### src/rtl/decoder_phase_sequencer.sv
// Sequencing end of the decoder interface: phase counter XPT, instruction register
// ITABLE, one-hot cycle mode and multi-cycle flags. Optional retired-opcode counter: DECODER_SEQ_ICOUNT_EN.
module decoder_phase_sequencer #(
  parameter int XPT_MAX      = 15,
  parameter int FETCH_PHASE  = 1,
  parameter int ACCESS_PHASE = 1
) (
  input  logic        clock,
  input  logic        reset,
  input  logic [7:0]  op_data,
  input  logic        mem_ready,
  input  logic        PR_Reset_XPT,
  input  logic        P2_Set_CM1,
  input  logic        P2_Set_CMR,
  input  logic        P2_Set_CMA,
  input  logic        P2_Reset_ITABLE,
  input  logic        P2_Set_ILDlnnlHL_1,
  input  logic        P2_Set_ILDAlnnl_1,
  input  logic        P2_Set_IJPnn_1,
  output logic        enable,
  output logic [3:0]  XPT,
  output logic [3:0]  notXPT,
  output logic [7:0]  ITABLE,
  output logic [7:0]  notITABLE,
  output logic        CM1,
  output logic        CMR,
  output logic        CMA,
  output logic        ILDlnnlHL_1,
  output logic        ILDAlnnl_1,
  output logic        IJPnn_1,
  output logic        xpt_overrun,
  output logic [15:0] icount
);

  localparam logic [3:0] LP_XPT_MAX = 4'(XPT_MAX);
  localparam logic [3:0] LP_FETCH   = 4'(FETCH_PHASE);
  localparam logic [3:0] LP_ACCESS  = 4'(ACCESS_PHASE);

  // One-hot encoding doubles as the visible mode outputs {CMA, CMR, CM1}.
  typedef enum logic [2:0] {
    MODE_CM1 = 3'b001,
    MODE_CMR = 3'b010,
    MODE_CMA = 3'b100
  } mode_e;

  mode_e       r_mode;
  mode_e       w_mode_next;
  logic        r_running;
  logic [3:0]  r_xpt;
  logic [7:0]  r_itable;
  logic        r_overrun;
  logic        r_ildnnhl, r_ildann, r_ijpnn;
  logic        w_stall;
  logic        w_load;

  assign w_stall = (r_mode == MODE_CM1 || r_mode == MODE_CMR) &&
                   (r_xpt == LP_ACCESS) && !mem_ready;
  assign w_load  = (r_mode == MODE_CM1) && (r_itable == 8'h00) &&
                   (r_xpt == LP_FETCH) && mem_ready && r_running;

  always_ff @(posedge clock) begin
    if (reset) r_mode <= MODE_CM1;
    else       r_mode <= w_mode_next;
  end

  always_comb begin
    w_mode_next = r_mode;
    if (P2_Set_CM1)      w_mode_next = MODE_CM1;
    else if (P2_Set_CMR) w_mode_next = MODE_CMR;
    else if (P2_Set_CMA) w_mode_next = MODE_CMA;
  end

  always_ff @(posedge clock) begin
    if (reset) begin
      r_running <= 1'b0;
      r_xpt     <= 4'd0;
      r_overrun <= 1'b0;
      r_itable  <= 8'h00;
      r_ildnnhl <= 1'b0;
      r_ildann  <= 1'b0;
      r_ijpnn   <= 1'b0;
    end else begin
      r_running <= 1'b1;
      if (PR_Reset_XPT)            r_xpt <= 4'd0;
      else if (w_stall)            r_xpt <= r_xpt;
      else if (r_xpt == LP_XPT_MAX) r_overrun <= 1'b1;
      else                         r_xpt <= r_xpt + 4'd1;

      if (P2_Reset_ITABLE) r_itable <= 8'h00;
      else if (w_load)     r_itable <= op_data;

      // A flag's own set strobe beats the clear carried by P2_Set_CM1.
      if (P2_Set_ILDlnnlHL_1) r_ildnnhl <= 1'b1;
      else if (P2_Set_CM1)    r_ildnnhl <= 1'b0;
      if (P2_Set_ILDAlnnl_1)  r_ildann  <= 1'b1;
      else if (P2_Set_CM1)    r_ildann  <= 1'b0;
      if (P2_Set_IJPnn_1)     r_ijpnn   <= 1'b1;
      else if (P2_Set_CM1)    r_ijpnn   <= 1'b0;
    end
  end

`ifdef DECODER_SEQ_ICOUNT_EN
  logic [15:0] r_icount;
  always_ff @(posedge clock) begin
    if (reset)                          r_icount <= 16'h0000;
    else if (w_load && !P2_Reset_ITABLE) r_icount <= r_icount + 16'h0001;
  end
  assign icount = r_icount;
`else
  assign icount = 16'h0000;
`endif

  assign enable      = r_running && !w_stall;
  assign XPT         = r_xpt;
  assign notXPT      = ~r_xpt;
  assign ITABLE      = r_itable;
  assign notITABLE   = ~r_itable;
  assign {CMA, CMR, CM1} = r_mode;
  assign ILDlnnlHL_1 = r_ildnnhl;
  assign ILDAlnnl_1  = r_ildann;
  assign IJPnn_1     = r_ijpnn;
  assign xpt_overrun = r_overrun;

endmodule

### config.mk
export PLATFORM = sky130hd
export DESIGN_NAME = decoder_phase_sequencer
export DESIGN_NICKNAME = d
export VERILOG_FILES = /design/src/rtl/decoder_phase_sequencer.sv
export SDC_FILE = /design/constraint.sdc
export NUM_CORES = 1
export LEC_CHECK = 0
export BUFFER_PORTS_ARGS = -buffer_cell sky130_fd_sc_hd__buf_2
export CORE_ASPECT_RATIO = 1.1
export CORE_MARGIN = 2
export CORE_UTILIZATION = 36
export CTS_CLUSTER_SIZE = 25
export DETAILED_ROUTE_END_ITERATION = 10
export GPL_TIMING_DRIVEN = 1
export PLACE_DENSITY = 0.7
export SLEW_MARGIN = 0
export SYNTH_ARGS = -nofsm -noshare
export SYNTH_HDL_FRONTEND = slang
export SYNTH_SLANG_ARGS = --single-unit
### constraint.sdc
create_clock -name clock -period 1.9 [get_ports clock]
set_input_delay 0.475 -clock clock [delete_from_list [all_inputs] [get_ports clock]]
set_output_delay 0.475 -clock clock [all_outputs]
set_load 0.05 [all_outputs]
# After elaboration in Yosys (flattened, before gate mapping)
# Cells that the tools add are included.
[op_classes]
reduce_logical = 21
muxes = 7
bitwise_logic = 5
eq_ne = 4
addsub = 1
[op_table]
columns = ["operator", "n"]
rows = [
  ["$logic_not A8 Y1", 1],
  ["$not A8 Y8", 1],
  ["$reduce_bool A2 Y1", 4],
  ["$logic_and A1 B1 Y1", 7],
  ["$reduce_or A2 Y1", 3],
  ["$mux W1", 5],
  ["$add A4 B1 Y4 const B", 1],
  ["$eq A4 B1 Y1 const B", 1],
  ["$eq A4 B4 Y1 const B", 1],
  ["$mux W2", 2],
  ["$not A4 Y4", 1],
  ["$eq A3 B1 Y1 const B", 1],
  ["$eq A3 B2 Y1 const B", 1],
  ["$not A1 Y1", 3],
  ["$reduce_and A3 Y1", 1],
  ["$reduce_or A3 Y1", 1],
  ["$logic_not A1 Y1", 2],
  ["$reduce_and A2 Y1", 1],
  ["$logic_or A1 B1 Y1", 1],
]
[totals]
elab_cells = 47
reg_bits = 20

# Longest topological paths before layout
# Gate-level depths: netlist of the first run.
[depth]
depth_word = 6
depth_mapped = 6
mapped_depth_nobuf = 5

# Worst setup path after synthesis of the first run
# No wires, ideal clock.
[synth_path]
path_kind = "flip-flop to output port"
start = "register r_xpt[1] (netlist: XPT[1])"
end = "output enable"
t_arrival_ps = 2410
path_buffers = 1
path_stages_with_launch = 7
setup_slack_ps = -985
required_time_ps = 1425
path_cell_list = "dfxtp_1 > inv_1 > ha_1 > or4b_1 > buf_2 > nor3_1 > nor2b_1"
[synth_via]
elab_chain_cells = 5
[synth_lines]
columns = ["element", "line", "text"]
rows = [
  ["start: declaration", "49", "logic [3:0] r_xpt;"],
  ["start signal: assignment", "85", "else if (w_stall) r_xpt <= r_xpt;"],
  ["start signal: assignment", "87", "else r_xpt <= r_xpt + 4'd1;"],
  ["$eq A4 B1 Y1", "57", "(r_xpt == LP_ACCESS) && !mem_ready;"],
  ["$logic_and A1 B1 Y1", "56", "assign w_stall = (r_mode == MODE_CM1 || r_mode == MODE_CMR) &&"],
  ["$logic_and A1 B1 Y1", "57", ""],
  ["$logic_not A1 Y1", "113", "assign enable = r_running && !w_stall;"],
  ["$logic_and A1 B1 Y1", "113", ""],
  ["end: declaration", "20", "output logic enable,"],
]
# No other way between the ends.

# Final worst setup path of the first run
# Same ends and word-level chain as after synthesis.

==> impl_metrics.ini, run 1 <==
[cts]
worst_setup_hold_path_clk_slew_ns = 0.12
worst_skew_pair_latency_ns = 0.29
clock_sink_count = 20
cts_bufs_inserted = 3
clock_tree.root_cell = sky130_fd_sc_hd__clkbuf_4
cts_tree = yes
post_cts_hold_buffer_count = 0
clock_tree.htree_level_count = 1
ctsLongestPathBuffers = 2

[power]
power_mw = 1.03
p_per_area_nw_per_um2 = 732
leakage_nw = 0.669
vdd.ir_drop.worst_mv = 0.701

[timing]
worst_case_headroom_to_the_max_slew_limit_pct = 65.8
final_min_period_over_clock_period_pct = 118
worstMarginPinSlew_ns = 0.509
drv_slew = 0
finalHoldViolCount = 0
timing.fmax_ghz = 0.448
clock_skew_ns = 0.0135
timing.final.crit_period_ns = 2.23
endpoints_failing_setup = 11
grt_setup_unrepaired = true
setup_slack_ns = -0.334

[worst_setup_path]
crit_path_start_kind = flip-flop
cp-end-kind = primary output
timing.critical_path.slowest_stage_cell = sky130_fd_sc_hd__or4b_4
critical_path.cell_chain = clkinvlp_4 -> ha_1 -> or4b_4 -> nor3_4 -> nor2b_4 -> buf_8
critPathRequiredTime_ns = 1.42
arrival_ns = 1.76
worst-setup-path-type = flip-flop to primary output
worstPathMaxFanout = 2
largest_stage_delay_worst_path_ns = 0.47

[global_route]
grt_overflow = 0
first_global_vias = 901
wire_length_of_the_first_global_routing_pass_mm = 3.84
antenna_violations_before_repair = 0
grtUsageTotal_pct = 16.0
maximum_number_of_pins_on_one_net_before_global_route_repair = 13

[drt]
drt-wirelength-per-cell_um = 11.8
firstDrtPassIters = 4
drc = 0
dr_total_vias = 960
vias_per_cell = 4.75
routed_wl_mm = 2.39
drt_iter0_markers = 10
drtAntennaViolNets = 0

[synth]
average_footprint_of_a_synthesized_cell_um2 = 9.28
synth_async_sr_flop_share_pct = 0
postSynth.topFlopCell = sky130_fd_sc_hd__dfxtp_1
share_of_synthesized_area_occupied_by_flip_flops_and_latches_pct = 41.5
synthesis.area_um2 = 965
number_of_warnings_reported_in_the_yosys_synthesis_log = 0
yosys.cell_types.count = 31
syn-instance-count = 104
seq_cells_post_synth = 20
synth-edff-count = 0

[placement]
place_inst = 192
hpwl_mm = 1.89
placed_cell_area_um2 = 1280
gp_congestion = 0.825
io_buffers = 50

[die]
floorplan.die_area_um2 = 3110
number_of_top_level_pins = 67
start_util_pct = 38.3
die_width_um = 53.4
floorplan.rows = 19
fp.dieH_um = 58.3
core_um2 = 2520

[worst_hold_path]
hold_class = primary input to flip-flop

[finish]
final_cells = 202
layout_cells_sized_above_1_pct = 47.4
nNetsFinal = 193
core_occupancy_in_the_finished_layout_pct = 55.8
insertedDiodeCount = 0
syn2layout_area_growth_pct = 45.8
post-route-cell-area_um2 = 1410

[status]
violations = negative setup slack
run_status = complete, but fails checks

[run]
cap_viol_max_count = 0
state kept, by name (all words and copies together), names as in the netlist:
name and count:
ITABLE 8, r_mode 3, IJPnn_1 1, XPT 4, r_running 1, ILDlnnlHL_1 1
ILDAlnnl_1 1, xpt_overrun 1
routing by layer:
layer,share of wire [%],wire [um],GRT usage [%]
met5,0,0,0
met4,0.67,16,2.20
met3,5.9,141,2.03
met2,54,1280,29.6
met1,40,954,19.8
stage by stage:
stage                     worst slack (ns)  setup TNS (ns)  hold slack (ns)
final                               -0.334           -2.53            0.361
after global placement             -0.0785          -0.123            0.443
after detailed placement            -0.102          -0.181            0.454
after global routing                -0.406           -3.44            0.349
after CTS                           -0.359           -2.42            0.350
after floorplan                     -0.287           -1.50            0.535
worst paths after layout:
path,start,to,slack (ns),cells past startpoint
max reg2reg,XPT[1],XPT[0],-0.27,9
max,XPT[1],enable,-0.33,6
min,P2_Set_CMR,r_mode[2],0.36,2
min reg2reg,xpt_overrun,xpt_overrun,0.48,1
worst max-delay path, delay by kind of cell (launching register included):
family	cells	cell delay, ns
AND/OR/NAND/NOR	3	0.76
adder cells (fa/ha/maj)	1	0.12
buffers and inverters	2	0.22
flip-flops	1	0.37
logic make-up after synthesis:
family / synth area share [%]
other cells: 0.389
buf+inv: 19.2
xor+xnor: 0.908
compound gates: 18.5
fa+ha+maj: 2.59
simple gates: 16.9
flops: 41.5
final cells by class:
type	instances	area, um^2
clock buffer	3	22.5
clock inverter	1	30.0
fill	239	1110
inverter	15	60.1
multi-input combinational	66	458
sequential	20	405
tap	31	38.8
timing repair buffer	66	392
cell usage in the layout, fill, tap and decap left out, types with 4 or more instances in the layout:
cell / count
sky130_fd_sc_hd__a32o_1: 8
sky130_fd_sc_hd__buf_4: 13
sky130_fd_sc_hd__a21oi_1: 4
sky130_fd_sc_hd__nor2_1: 8
sky130_fd_sc_hd__conb_1: 16
sky130_fd_sc_hd__inv_1: 14
sky130_fd_sc_hd__buf_2: 49
sky130_fd_sc_hd__dfxtp_1: 18
timing repair:
action / 4_1_cts / 5_1_grt
gates resized for setup: 6 / 1
cloned: 0 / 0
setup buffers: 6 / 1
hold endpoints to repair: 0 / 0
pin swaps: 4 / 1
endpoints found under the setup margin: 3 / 11
cell usage after synthesis (2+ instances only):
master	n	area share [%]
sky130_fd_sc_hd__inv_1	15	5.8
sky130_fd_sc_hd__buf_4	16	12
sky130_fd_sc_hd__a32o_1	8	8.3
sky130_fd_sc_hd__a21oi_1	4	2.1
sky130_fd_sc_hd__ha_1	2	2.6
sky130_fd_sc_hd__nand2_1	2	0.78
sky130_fd_sc_hd__nor3_1	4	2.1
sky130_fd_sc_hd__nor2_1	8	3.1
sky130_fd_sc_hd__or4_1	2	1.6
sky130_fd_sc_hd__dfxtp_1	20	42
sky130_fd_sc_hd__nand3_1	3	1.6
power by group:
part	internal (mW)	switching (mW)
Sequential	0.430	0.00855
Clock	0.213	0.124
Combinational	0.0706	0.183
(Power assumes the default switching activity.)
==> inputs of run 2 (changes only) <==
REMOVE_ABC_BUFFERS = 1   (was unset)
==> impl_metrics.ini, run 2 (synthesis results as in run 1) <==
[die]
fp.dieH_um = 58.3
floorplan.die_area_um2 = 3110
start_util_pct = 38.3
die_width_um = 53.4
floorplan.rows = 19
core_um2 = 2520
number_of_top_level_pins = 67

[finish]
layout.filler_cells = 241
insertedDiodeCount = 0
nNetsFinal = 189
syn2layout_area_growth_pct = 39.6
post-route-cell-area_um2 = 1350
largest_register_ff_count = 8
most-common-layout-cells = sky130_fd_sc_hd__buf_2, sky130_fd_sc_hd__dfxtp_1, sky130_fd_sc_hd__conb_1
most_frequent_standard_cell_in_the_layout_excluding_fill_and_tap_cells = sky130_fd_sc_hd__buf_2
layout_cells_sized_above_1_pct = 46.7

[worst_setup_path]
critPathLaunch = XPT[1]
crit_path_start_kind = flip-flop
worstPathMaxFanout = 2
worst-setup-path-type = flip-flop to primary output
cp-end-kind = primary output
regToRegStartpoint = XPT[1]
largest_stage_delay_worst_path_ns = 0.47
timing.critical_path.slowest_stage_cell = sky130_fd_sc_hd__or4b_4
critPathRequiredTime_ns = 1.42
critical_path.cell_chain = inv_2 -> ha_4 -> or4b_4 -> nor3_4 -> nor2b_2 -> buf_6
arrival_ns = 1.65

[drt]
drt-wirelength-per-cell_um = 11.9
vias_per_cell = 4.77
drc = 0
met2RoutedLength_mm = 1.13
met3_wirelength_um = 192
drtAntennaViolNets = 0
drt-met1-wl_um = 989
dr_total_vias = 945
drt_iter0_markers = 10
routed.top_layer = met4
firstDrtPassIters = 4
routed_wl_mm = 2.36

[cts]
worst_setup_hold_path_clk_slew_ns = 0.11
worst_skew_pair_latency_ns = 0.30
clock_tree.htree_level_count = 1
cts_tree = yes
clock_tree.root_cell = sky130_fd_sc_hd__clkbuf_4
cts_bufs_inserted = 3
clock_sink_count = 20
ctsLongestPathBuffers = 2

[power]
p_per_area_nw_per_um2 = 687
net-switching-power_mw = 0.317
power.share.sequential_pct = 47.6
pwr-share-clk_pct = 26.3
switching_share_pct = 34.2
cell_internal_power_mw = 0.609
leakage_nw = 0.634
power_mw = 0.926
vdd.ir_drop.worst_mv = 0.500
p_comb_share_pct = 26.1

[timing]
drv_slew = 0
grt_setup_unrepaired = true
worstMarginPinSlew_ns = 0.563
worst_case_headroom_to_the_max_slew_limit_pct = 62.2
timing.fmax_ghz = 0.471
endpoints_failing_setup = 1
setup_slack_ns = -0.224
final_min_period_over_clock_period_pct = 112
clock_skew_ns = 0.00193
finalHoldViolCount = 0
timing.final.crit_period_ns = 2.12

[global_route]
grt_overflow = 0
antenna_violations_before_repair = 0
maximum_number_of_pins_on_one_net_before_global_route_repair = 13
grtUsageTotal_pct = 16.1
first_global_vias = 855
wire_length_of_the_first_global_routing_pass_mm = 3.70

[placement]
hpwl_mm = 1.84
gp_congestion = 0.708
io_buffers = 50
placed_cell_area_um2 = 1250

[worst_hold_path]
hold_class = primary input to flip-flop
holdCritStartpoint = P2_Set_CM1

[run]
cap_viol_max_count = 0

[status]
violations = negative setup slack
run_status = complete, but fails checks
-- run 2: cell type report --
type	instances	area (um^2)	share of cell area, %
repair buffers	62	347	25.7
well taps	31	38.8	2.88
multi-input cells	66	465	34.6
inverters	15	56.3	4.18
clock buffers	4	36.3	2.70
flip-flops and latches	20	403	29.9
-- run 2: per-stage QoR --
step	cells	setup TNS, ns	worst slack, ns	util, %	hold slack, ns
2_1_floorplan	101	-5.76	-0.970	-	0.544
3_3_place_gp	191	-0.0170	-0.0170	49.6	0.462
3_5_place_dp	191	-0.0689	-0.0471	49.6	0.453
4_1_cts	197	-0.363	-0.302	52.5	0.344
5_1_grt	198	-0.325	-0.314	53.4	0.344
6_report	198	-0.224	-0.224	53.4	0.357
-- run 2: worst max-delay path, delay by kind of cell, from the launching register on --
family | cells | cell delay, ns
and+or+nand+nor | 3 | 0.68
DFF | 1 | 0.34
adders and majority gates | 1 | 0.11
buffers and inverters | 2 | 0.22
-- run 2: layer usage --
metal | GRT usage [%] | vias to the layer above
met5 | 0 | -
met4 | 6.59 | 0
met3 | 4.06 | 5
met2 | 26.3 | 43
met1 | 20.1 | 432
li1 | - | 465
-- run 2: power by group through the flow --
stage	registers [mW]	logic, mW	clock network [mW]
after floorplan	0.485	0.126	0
after global placement	0.447	0.225	0
after detailed placement	0.448	0.230	0
after CTS	0.439	0.240	0.254
after global routing	0.442	0.258	0.276
final	0.440	0.242	0.243
-- run 2: what timing repair did --
action,CTS,global route
buffers inserted,2,1
gates cloned,0,0
pin swaps,2,3
hold buffers,0,0
gates resized for setup,7,4
setup endpoints to repair,4,8
-- run 2: worst paths after layout --
kind	slack, ns	cells after the start	endpoint
worst max register to register	0.06	6	XPT[0]
worst max-delay path	-0.22	6	enable
worst min register to register	0.48	1	xpt_overrun
worst min-delay path	0.36	2	r_mode[2]
